===== src/rtl/int_flag_stack.sv =====
// Interrupt flag context LIFO: saves C/Z on interrupt entry and replays them to the flag register on return.
// Optional macro INTSTK_IE_SAVE_EN widens entries to {c,z,ie} and adds ie_i/ie_o.
module int_flag_stack #(
    parameter  int DEPTH = 4,
    localparam int CNT_W = $clog2(DEPTH + 1)
) (
    input  logic             clk,
    input  logic             rst,
    input  logic             clk_en,
    input  logic             save_req,
    input  logic             reti_req,
    input  logic             c_i,
    input  logic             z_i,
`ifdef INTSTK_IE_SAVE_EN
    input  logic             ie_i,
    output logic             ie_o,
`endif
    input  logic             err_clr,
    output logic             intc_o,
    output logic             intz_o,
    output logic             iwe_o,
    output logic [CNT_W-1:0] depth_o,
    output logic             full_o,
    output logic             empty_o,
    output logic             ovf_o,
    output logic             unf_o
);

    localparam int IDX_W = (DEPTH > 1) ? $clog2(DEPTH) : 1;

`ifdef INTSTK_IE_SAVE_EN
    localparam int ENTRY_W = 3;
    localparam logic [ENTRY_W-1:0] REST_RST = 3'b001;
`else
    localparam int ENTRY_W = 2;
    localparam logic [ENTRY_W-1:0] REST_RST = 2'b00;
`endif

    logic [ENTRY_W-1:0] mem_q [DEPTH];
    logic [ENTRY_W-1:0] mem_d [DEPTH];
    logic [ENTRY_W-1:0] rest_q, rest_d;
    logic [CNT_W-1:0]   depth_q, depth_d;
    logic               iwe_q, iwe_d;
    logic               ovf_q, ovf_d;
    logic               unf_q, unf_d;

    logic [ENTRY_W-1:0] live_flags;
    logic [IDX_W-1:0]   wr_idx;
    logic [IDX_W-1:0]   top_idx;
    logic               is_full;
    logic               is_empty;

`ifdef INTSTK_IE_SAVE_EN
    assign live_flags = {c_i, z_i, ie_i};
`else
    assign live_flags = {c_i, z_i};
`endif

    assign is_full  = (depth_q == CNT_W'(DEPTH));
    assign is_empty = (depth_q == '0);
    assign wr_idx   = IDX_W'(depth_q);
    assign top_idx  = IDX_W'(depth_q - CNT_W'(1));

    always_comb begin
        mem_d   = mem_q;
        rest_d  = rest_q;
        depth_d = depth_q;
        iwe_d   = iwe_q;
        ovf_d   = ovf_q;
        unf_d   = unf_q;
        if (clk_en) begin
            iwe_d = 1'b0;
            // Clear first so an error raised on this same edge still wins.
            if (err_clr) begin
                ovf_d = 1'b0;
                unf_d = 1'b0;
            end
            unique case ({save_req, reti_req})
                2'b10: begin
                    if (is_full) begin
                        ovf_d = 1'b1;
                    end else begin
                        mem_d[wr_idx] = live_flags;
                        depth_d       = depth_q + CNT_W'(1);
                    end
                end
                2'b01: begin
                    if (is_empty) begin
                        unf_d = 1'b1;
                    end else begin
                        rest_d  = mem_q[top_idx];
                        iwe_d   = 1'b1;
                        depth_d = depth_q - CNT_W'(1);
                    end
                end
                2'b11: begin
                    // Tail-chained interrupt: restore the old context and replace it in place.
                    if (is_empty) begin
                        unf_d         = 1'b1;
                        mem_d[wr_idx] = live_flags;
                        depth_d       = depth_q + CNT_W'(1);
                    end else begin
                        rest_d         = mem_q[top_idx];
                        iwe_d          = 1'b1;
                        mem_d[top_idx] = live_flags;
                    end
                end
                default: ;
            endcase
        end
    end

    always_ff @(posedge clk or posedge rst) begin
        if (rst) begin
            rest_q  <= REST_RST;
            depth_q <= '0;
            iwe_q   <= 1'b0;
            ovf_q   <= 1'b0;
            unf_q   <= 1'b0;
        end else begin
            rest_q  <= rest_d;
            depth_q <= depth_d;
            iwe_q   <= iwe_d;
            ovf_q   <= ovf_d;
            unf_q   <= unf_d;
        end
    end

    // Entry storage needs no reset: only slots below depth_q are ever read.
    always_ff @(posedge clk) begin
        mem_q <= mem_d;
    end

    assign intc_o  = rest_q[ENTRY_W-1];
    assign intz_o  = rest_q[ENTRY_W-2];
`ifdef INTSTK_IE_SAVE_EN
    assign ie_o    = rest_q[0];
`endif
    assign iwe_o   = iwe_q;
    assign depth_o = depth_q;
    assign full_o  = is_full;
    assign empty_o = is_empty;
    assign ovf_o   = ovf_q;
    assign unf_o   = unf_q;

endmodule


===== config.mk =====
export PLATFORM = sky130hd
export DESIGN_NAME = int_flag_stack
export DESIGN_NICKNAME = d
export VERILOG_FILES = /design/src/rtl/int_flag_stack.sv
export SDC_FILE = /design/constraint.sdc
export NUM_CORES = 1
export LEC_CHECK = 0
export CAP_MARGIN = 20
export CORE_MARGIN = 2
export CORE_UTILIZATION = 54
export CTS_BUF_LIST = sky130_fd_sc_hd__clkbuf_8 sky130_fd_sc_hd__clkbuf_16
export DETAILED_ROUTE_END_ITERATION = 12
export GPL_ROUTABILITY_DRIVEN = 0
export PLACE_DENSITY = 0.83
export SYNTH_ARGS = -nofsm -noshare
export SYNTH_HDL_FRONTEND = slang
export SYNTH_SLANG_ARGS = --single-unit

===== constraint.sdc =====
create_clock -name clk -period 6.85 [get_ports clk]
set_clock_uncertainty 0.2 [all_clocks]
set_input_delay 1.37 -clock clk [delete_from_list [all_inputs] [get_ports clk]]
set_output_delay 1.37 -clock clk [all_outputs]
set_load 0.02 [all_outputs]

# --- Yosys cells after proc, flatten, opt, wreduce, memory -nomap -nowiden ---
# Cells that the tools add are included.
word_totals:
  register_bits: 16
  latchBits: 0
  ram_bits: 0
  mem_bits_ro: 0
  input_bits: 8
  word_cells: 58
  n_memories: 0
op_classes:
  n_addsub: 2
  n_mul: 0
  n_div: 0
  order_cmp: 4
  n_eq_ne: 7
  shift: 0
  muxes: 24
  bitwise_logic: 3
  reduce_logical: 9
op_table:
  columns: ["op", "count"]
  rows:
  - ["8-bit bitwise mux", 2]
  - ["8-bit two-way mux", 2]
  - ["8-bit one-hot mux with 2 select lines", 1]
  - ["3-bit two-way mux", 3]
  - ["3-bit one-hot mux with 3 select lines", 1]
  - ["2-bit demux with 2-bit select", 2]
  - ["1-bit two-way mux", 8]
  - ["2-bit two-way mux", 4]
  - ["3-bit >= comparator, second input constant", 2]
  - ["3-bit by 1-bit less-than comparator with 1-bit output, second input constant", 2]
  - ["2-bit inequality test, second input constant", 3]
  - ["2-bit NOT with 3-bit output", 2]
  - ["3-bit AND reduction", 2]
  - ["5-bit AND reduction", 1]
  - ["2-bit binary-select mux with 2-bit select", 1]
  - ["2-bit equality test, second input constant", 2]
  - ["3-bit by 1-bit adder with 3-bit output, second input constant", 1]
  - ["3-bit equality test, second input constant", 1]
  - ["3-bit logical NOT", 1]
  - ["3-bit nonzero test", 1]
  - ["3-bit by 1-bit subtractor with 3-bit output, second input constant", 1]
  - ["2-bit by 1-bit equality test with 1-bit output, second input constant", 1]
  - ["1-bit logical AND", 2]
  - ["2-bit nonzero test", 1]
  - ["other kinds (2)", 2]

# --- Logic depth before layout (Yosys ltp) ---
# Gate-level depths: netlist of the first run.
depth:
  depth_word: 9
  depth_mapped: 8

# --- Least setup slack after synthesis of the first run ---
# No wires, ideal clock.
synth_timing:
  path_kind: "register to output"
  startpoint: "register depth_q[0], in the netlist depth_o[0]"
  endpoint: "output port empty_o"
  arrival_ps: 1366
  setup_slack_ps: 3914
  path_stages_with_launch: 6
  cell_sequence: "dfrtp_1 -> inv_1 -> ha_1 -> buf_4 -> nor2b_1 -> buf_4"
synth_between:
  elab_chain_len: 1
synth_rtl:
  columns: ["item", "line", "text"]
  rows:
  - ["start, declared", "42", "logic [CNT_W-1:0] depth_q, depth_d;"]
  - ["start signal, assigned", "122", "depth_q <= depth_d;"]
  - ["3-bit logical NOT", "60", "assign is_empty = (depth_q == '0);"]
  - ["end, declared", "24", "output logic empty_o,"]
# No other way between the ends.

# --- Final worst setup path of the first run ---
# Same ends and word-level chain as after synthesis.

==> metrics, run 1 <==
setup_tns 0 ps; Switching Power slightly above 200 µW; M1 WL about 900 µm; Switching Share 38.69%; CTS max path bufs 2; Slew @ Worst Pin 562.3 ps; final setup margin roughly 2800 ps; Cell variety after synth 28; drt via density 5.664; top-area cell type share of the netlist area 24.27%; top_reg_cell synth edfxtp_1; Clock Sinks 16; CP max-delay cell clkdlybuf4s50_1; share of cells above drive strength 1 12.62%; die span in x 46.81 µm; worst hold path endpoint unf_o; # Post-CTS Setup Buffers 0; max-cap violations 0; TritonCTS buffer count 3; Syn-to-layout area delta 22.12%; io pins 18; final count of hold timing violations 0; ANT nets after route 0; Fmax achieved roughly 250 MHz; number of fillers in the final layout about 140; synth top area cells edfxtp_1, dfrtp_1, ha_1, a22o_1, mux4_2; core area 1727 µm²; sequential power share between 30% and 40%; combinational fraction of design power 54.4%; largest net degree at the start of global routing 16; Reg2Reg Depth 6; Synth Register Bits 16; Max Used Layer met4; status complete, no violations; CTS tree built; Syn Nets 100; die area between 2000 and 2500 µm²; met3 wire len 96 µm; async set-or-reset flop fraction in the synthesized netlist 50.00%; Post-Route WL 1983 µm; Hold Startpoint unf_o; Power, Total about 520 µW; RSZ-0062 raised after global routing no; Post-Synthesis Cells 86; DRT iter0 DRCs 19; hold path depth 1; sequential fraction of the synthesis area 44.50%; Crit. End Element output port; clock network fraction of design power 13.7%; # H-tree levels 1; Leakage Power 0.5027 nW; Power Dens Cells 432.5 nW/µm²; final setup fails 0; shortest period the worst path allows roughly 4100 ps; pre-CTS setup slack slightly above 3000 ps; maximum vdd drop 298.9 µV; Mapped Avg Cell Area 11.51 µm²; met2 WL around 970 µm; slowest stage delay, CP 710 ps; number of global-route vias before repair around 700; Synth area leader edfxtp_1; delay-heaviest family, CP buffers and inverters; Post-DP HPWL 1482 µm; Worst EP arrival roughly 2500 ps; CP startpoint kind register; IO buf count 17; Mapped Area 989.7 µm²; Initial Util 57.32%; Cell Int Power 320.5 µW; Post-CTS Resized 0; WP data required 5280 ps; wire length per cell 15.49 µm; Pre-Repair DR Iteration Count 4; Tot GR Track Use 21.90%; DRC Markers 0; total gr overflow 0; Syn. warnings 0; number of synthesized flops with an enable pin 8; Root Driver clkbuf_8; Max transition margin between 60% and 70%; Worst Hold Class register to register; crit path cell chain inv_1 -> ha_1 -> nor2b_1 -> clkdlybuf4s50_1; top post-synthesis cells by count nand2_1, nor2_1, dfrtp_1, edfxtp_1; CTS Hold Bufs 0; critical path peak fanout 9; first-pass GRT wire length 3291 µm; r2r startpoint depth_o[0]; Reg2Reg Setup Slack between 4000 and 5000 ps; vias ~730; WS Path Type register to output port; num rows 15; CTS clk-pin slew, worst paths ~70 ps; DIE HEIGHT approximately 47 µm; Nets approximately 120; Bufs and invs on worst path 2; Final period util 59.19%; initial antenna violation count 0; Critical R2R Capture mem_q[3]; clk_lat worst skew 250 ps; Slew Viols, Final 0; number of antenna repair diodes 0
-- cells in the final DEF, fill, tap and decap left out, types with 2 or more instances in the layout --
cell type        count
a22o_1               6
ha_1                 6
clkbuf_8             3
clkdlybuf4s50_1     17
nor2_1               9
edfxtp_1             8
mux2_4               2
mux4_2               2
a32o_1               2
nand2_1              9
a21oi_1              4
xnor2_1              3
mux2i_1              4
inv_1                6
mux2_2               2
dfrtp_1              8
-- logic make-up (layout without fill, tap and decap cells) --
| kind of cell | count (synthesis) | after routing | synth area share, % |
|---|---|---|---|
| flops | 16 | 16 | 44.50 |
| xor+xnor | 4 | 4 | 3.540 |
| fa+ha+maj | 6 | 6 | 7.585 |
| compound gates | 18 | 18 | 14.67 |
| mux | 11 | 11 | 15.04 |
| buf+inv | 9 | 26 | 4.677 |
| simple gates | 22 | 22 | 9.987 |
-- flip-flops by register name, summed over array words and instances, names as in the netlist --
signal / flops
depth_o: 3
iwe_o: 1
mem_q: 8
ovf_o: 1
rest_q: 2
unf_o: 1
-- metal layers --
layer / vias to the layer above / GRT usage (%)
li1: 346 / -
met1: 347 / 29.80
met2: 26 / 33.97
met3: 6 / 3.462
met4: 0 / 11.11
met5: - / 0
-- through the flow --
stage / hold slack, ps / cell area (µm²) / util, % / instances
2_1_floorplan: 338.5 / 989.7 / - / 86
3_3_place_gp: 271.4 / 1164 / 67.39 / 124
3_5_place_dp: 273.0 / 1164 / 67.39 / 124
4_1_cts: 308.8 / 1209 / 70.00 / 128
5_1_grt: 321.2 / 1209 / 70.00 / 128
6_report: 300.9 / 1209 / 70.00 / 128
-- power groups by stage --
stage,clock network (mW),logic (mW),registers [mW]
global route,0.0752,0.307,0.171
floorplan,0,0.178,0.188
CTS,0.0728,0.285,0.167
global placement,0,0.275,0.166
finish,0.0716,0.285,0.167
detailed placement,0,0.282,0.169
-- layout make-up --
| class | count | area (µm²) | share of cell area, % |
|---|---|---|---|
| repair buffers | 17 | 170.2 | 14.08 |
| inverters | 5 | 18.77 | 1.553 |
| clock buffers | 3 | 41.29 | 3.416 |
| flip-flops and latches | 16 | 440.4 | 36.44 |
| well taps | 25 | 31.28 | 2.588 |
| clock inverters | 1 | 3.754 | 0.3106 |
| multi-input cells | 61 | 503.0 | 41.61 |
-- worst max path at each step --
stage / slack [ps] / end / from / cells after the start
global route: 2680 / empty_o / depth_o[0] / 4
CTS: 2790 / empty_o / depth_o[0] / 4
detailed placement: 3060 / empty_o / depth_o[0] / 4
floorplan: 3910 / empty_o / depth_o[0] / 5
global placement: 3190 / empty_o / depth_o[0] / 4
finish: 2800 / empty_o / depth_o[0] / 4
Note: power is estimated with default switching activity, not from simulation.
==> run 2: changes to the inputs <==
- CORE_UTILIZATION: 54 -> 46
- PLACE_DENSITY: 0.83 -> 0.75
- clock period: 6.85 -> 3.4 ns (I/O delays scaled with it)
==> run 2 against run 1 <==
Against the previous run:
- power increased by 100%
- sequential share of layout area decreased by 0.30 points
- die area increased by 16%
- setup slack got worse by 2400 ps
- clock-buffer cell count unchanged
- first-iteration DRC count decreased by 21%
- non-clock buffer count increased by 1
- final area increased by 0.83%
- flip-flop and latch count unchanged
- critical endpoint unchanged
==> metrics, run 2 (same netlist as run 1, synthesis figures left out) <==
status complete, no violations; Post-DP HPWL 1529 µm; Reg2Reg Depth 7; commonest cells after routing, fill and taps aside clkdlybuf4s50_1, nand2_1, nor2_1, dfrtp_1, edfxtp_1; Post-Route WL 1964 µm; drt via density 5.496; TritonCTS buffer count 3; share of cells above drive strength 1 a little over an eighth; Pre-Repair DR Iteration Count 4; Final period util between 80 and 90%; Syn-to-layout area delta 23.14%; # H-tree levels 1; maximum vdd drop 443.3 µV; CTS clk-pin slew, worst paths ~60 ps; setup_tns 0 ps; worst hold path endpoint ovf_o; Crit. End Element output port; Tot GR Track Use 17.54%; vias around 700; clk_lat worst skew 250 ps; shortest period the worst path allows 3014 ps; hold path depth 2; max reg flops 8; # Post-CTS Setup Buffers 0; DIE HEIGHT about 50 µm; die span in x between 50 and 60 µm; CP startpoint kind register; final count of hold timing violations 0; Slew Viols, Final 0; Power Dens Cells between 800 and 900 nW/µm²; most common cell after layout, fill and taps aside clkdlybuf4s50_1; final setup fails 0; CTS Hold Bufs 0; WP data required 2520 ps; Leakage Power approximately 0.5 nW; largest reg by FF count mem_q; ANT nets after route 0; DRC Markers 0; number of global-route vias before repair between 600 and 700; Final Cell Area between 1000 and 1500 µm²; Worst Hold Class register to register; largest net degree at the start of global routing 16; Util after Layout 60.88%; core area 2002 µm²; first-pass GRT wire length between 3000 and 4000 µm; die area 2539 µm²; wire length per cell 14.99 µm; Nets between 100 and 150; Reg2Reg Setup Slack 910 ps; WS Path Type register to output port; Slew @ Worst Pin 504.1 ps; Power, Total 1.060 mW; Critical R2R Capture mem_q[4]; Worst EP arrival between 2000 and 2500 ps; CTS tree built; IO buf count 17; Root Driver clkbuf_8; initial antenna violation count 0; critical path peak fanout 9; Clock Sinks 16; total gr overflow 0; max-cap violations 0; io pins 18; DRT iter0 DRCs 15; Hold Startpoint ovf_o; number of antenna repair diodes 0; Max transition margin 66.29%; Post-CTS Resized 0; num rows 16; Initial Util around half; Fmax achieved 331.8 MHz; DP Area 1174 µm²; CTS max path bufs 2; RSZ-0062 raised after global routing no; r2r startpoint depth_o[0]
## run 2: changes by cell type in the layout (fill, tap and decap cells not counted)
cell	change
buf_4	+1
inv_1	-1
clkinv_1	+1
## run 2: through the flow
step | setup WS, ps | hold slack [ps] | std cells
after global placement | 644.4 | 280.6 | 127
after detailed placement | 604.9 | 289.5 | 127
final | 386.3 | 297.7 | 131
after CTS | 384.1 | 303.8 | 131
after global routing | 241.5 | 332.0 | 131
after floorplan | 947.8 | 295.7 | 86
## run 2: metal layers
| layer | vias up | part of all wire, % | global-route usage, % |
|---|---|---|---|
| met5 | - | 0 | 0 |
| met4 | 0 | 2.3 | 9.459 |
| met3 | 5 | 3.3 | 1.786 |
| met2 | 15 | 49 | 30.26 |
| met1 | 353 | 45 | 21.41 |
| li1 | 347 | - | - |
## run 2: cell type report
cell class	instances	area (µm²)
multi-input cells	61	503.0
repair buffers	18	177.7
inverters	5	18.77
clock buffers	3	41.29
well taps	27	33.78
fillers	169	783.3
flip-flops and latches	16	440.4
clock inverters	1	3.754
## run 2: how the worst max path moves through the flow
| stage | from | end | slack [ps] | cells after the start |
|---|---|---|---|---|
| 6_report | depth_o[0] | empty_o | 390 | 4 |
| 3_3_place_gp | reti_req | mem_q[4] | 640 | 5 |
| 3_5_place_dp | reti_req | mem_q[4] | 600 | 5 |
| 5_1_grt | depth_o[0] | empty_o | 240 | 4 |
| 2_1_floorplan | depth_o[0] | mem_q[2] | 950 | 8 |
| 4_1_cts | depth_o[0] | empty_o | 380 | 4 |
## run 2: worst max-delay path, cell delays in order, from the launching register on
cell	delay, ps
dfrtp_1	480
inv_1	190
ha_1	370
nor2b_1	220
clkdlybuf4s50_1	620
## run 2: power breakdown
| group | leakage, nW | switching [mW] | internal [mW] |
|---|---|---|---|
| combinational | 0.308 | 0.284 | 0.292 |
| clock | 0.0231 | 0.0657 | 0.0802 |
| sequential | 0.173 | 0.0593 | 0.279 |
| total | 0.504 | 0.409 | 0.651 |
==> run 3: changes to the inputs <==
- PLACE_DENSITY: 0.75 -> 0.74
==> run 3 against run 2 <==
Against the previous run:
- clock power hardly changed
- core utilization grew 0.38 points
- highest routed layer unchanged
- worst hold slack got worse by 3.3 ps
- combinational power rose by 2%
- setup slack gained 13 ps
- critical path depth unchanged
- sequential share of layout area fell by 0.22 points
==> metrics, run 3 (same netlist as run 1, synthesis figures left out) <==
Fmax achieved roughly 330 MHz; clk_lat worst skew between 200 and 300 ps; CTS Hold Bufs 0; Nets 120; Slew @ Worst Pin 438.4 ps; Final period util 88.27%; total gr overflow 0; Clock Sinks 16; io pins 18; max-cap violations 0; Crit. End Element output port; final setup margin 398.9 ps; WP data required approximately 2500 ps; maximum vdd drop 469.2 µV; die span in x 50.39 µm; CTS max path bufs 2; RSZ-0062 raised after global routing no; WS Path Type register to output port; Initial Util 49.44%; setup_tns 0 ps; Crit. Startpoint depth_o[0]; Power Dens Cells 873.7 nW/µm²; CP startpoint kind register; commonest cells after routing, fill and taps aside clkdlybuf4s50_1, nand2_1, nor2_1, dfrtp_1, edfxtp_1; share of cells above drive strength 1 14.29%; Power, Total 1.071 mW; TritonCTS buffer count 3; die area 2539 µm²; Worst EP arrival 2120 ps; initial antenna violation count 0; IO buf count 17; core area 2002 µm²; CTS tree built; Post-DP HPWL 1604 µm; number of antenna repair diodes 0; most common cell after layout, fill and taps aside clkdlybuf4s50_1; Post-CTS Resized 0; first-pass GRT wire length between 3000 and 4000 µm; Pre-Repair DR Iteration Count 4; Slew Viols, Final 0; number of global-route vias before repair 786; Root Driver clkbuf_8; status complete, no violations; final hold slack 294.4 ps; CTS clk-pin slew, worst paths 70 ps; Max transition margin 70.47%; ANT nets after route 0; Tot GR Track Use 20.05%; shortest period the worst path allows 3001 ps; Syn-to-layout area delta 23.89%; Worst Hold Class register to register; DRC Markers 0; # Post-CTS Setup Buffers 0; largest reg by FF count mem_q; Leakage Power 0.5091 nW; vias 740; r2r startpoint depth_o[0]; # H-tree levels 1; wire length per cell about 16 µm; num rows 16; DIE HEIGHT 50.39 µm; final count of hold timing violations 0; largest net degree at the start of global routing 10; final setup fails 0; DRT iter0 DRCs 51; pre-CTS setup slack 679.1 ps; critical path peak fanout 9; Post-Route WL 2161 µm; max reg flops 8; Hold Startpoint unf_o; drt via density 5.606
-- run 3: cell type report --
| type | count | area, µm² |
|---|---|---|
| clock inverter | 1 | 3.754 |
| tap | 27 | 33.78 |
| fill | 168 | 775.7 |
| multi-input combinational | 61 | 503.0 |
| timing repair buffer | 19 | 185.2 |
| inverter | 5 | 18.77 |
| sequential | 16 | 440.4 |
| clock buffer | 3 | 41.29 |
-- run 3: final timing paths --
kind | slack (ps) | depth (start not counted) | to
min | 290 | 1 | unf_o
min in group asynchronous | 490 | 2 | rest_q[1]
max | 400 | 4 | empty_o
max reg2reg | 920 | 7 | mem_q[5]
max in group asynchronous | 2260 | 2 | iwe_o
min reg2reg | 290 | 1 | unf_o
-- run 3: per-stage QoR --
| stage | instance area [µm²] | utilization, % | instances |
|---|---|---|---|
| 4_1_cts | 1226 | 61.25 | 132 |
| 6_report | 1226 | 61.25 | 132 |
| 5_1_grt | 1226 | 61.25 | 132 |
| 3_5_place_dp | 1181 | 59.00 | 128 |
| 2_1_floorplan | 989.7 | - | 86 |
| 3_3_place_gp | 1181 | 59.00 | 128 |
-- run 3: where the power goes --
group | leakage (nW) | switching, mW | internal, mW
registers | 0.173 | 0.0570 | 0.279
clock network | 0.0231 | 0.0670 | 0.0801
logic | 0.313 | 0.295 | 0.293
total | 0.509 | 0.419 | 0.652
-- run 3: per-layer routing --
layer,vias to the layer above,part of all wire [%],wire length [µm],global-route usage (%)
li1,346,-,-,-
met2,43,49,1054,33.33
met1,345,42,906,25.58
met5,-,0,0,0
met4,0,1.8,38,8.559
met3,6,7.4,160,3.571
-- run 3: worst max-delay path, cell delays in order (launching register included) --
cell and delay [ps]:
dfrtp_1 470, inv_1 180, ha_1 370, nor2b_1 220
clkdlybuf4s50_1 620
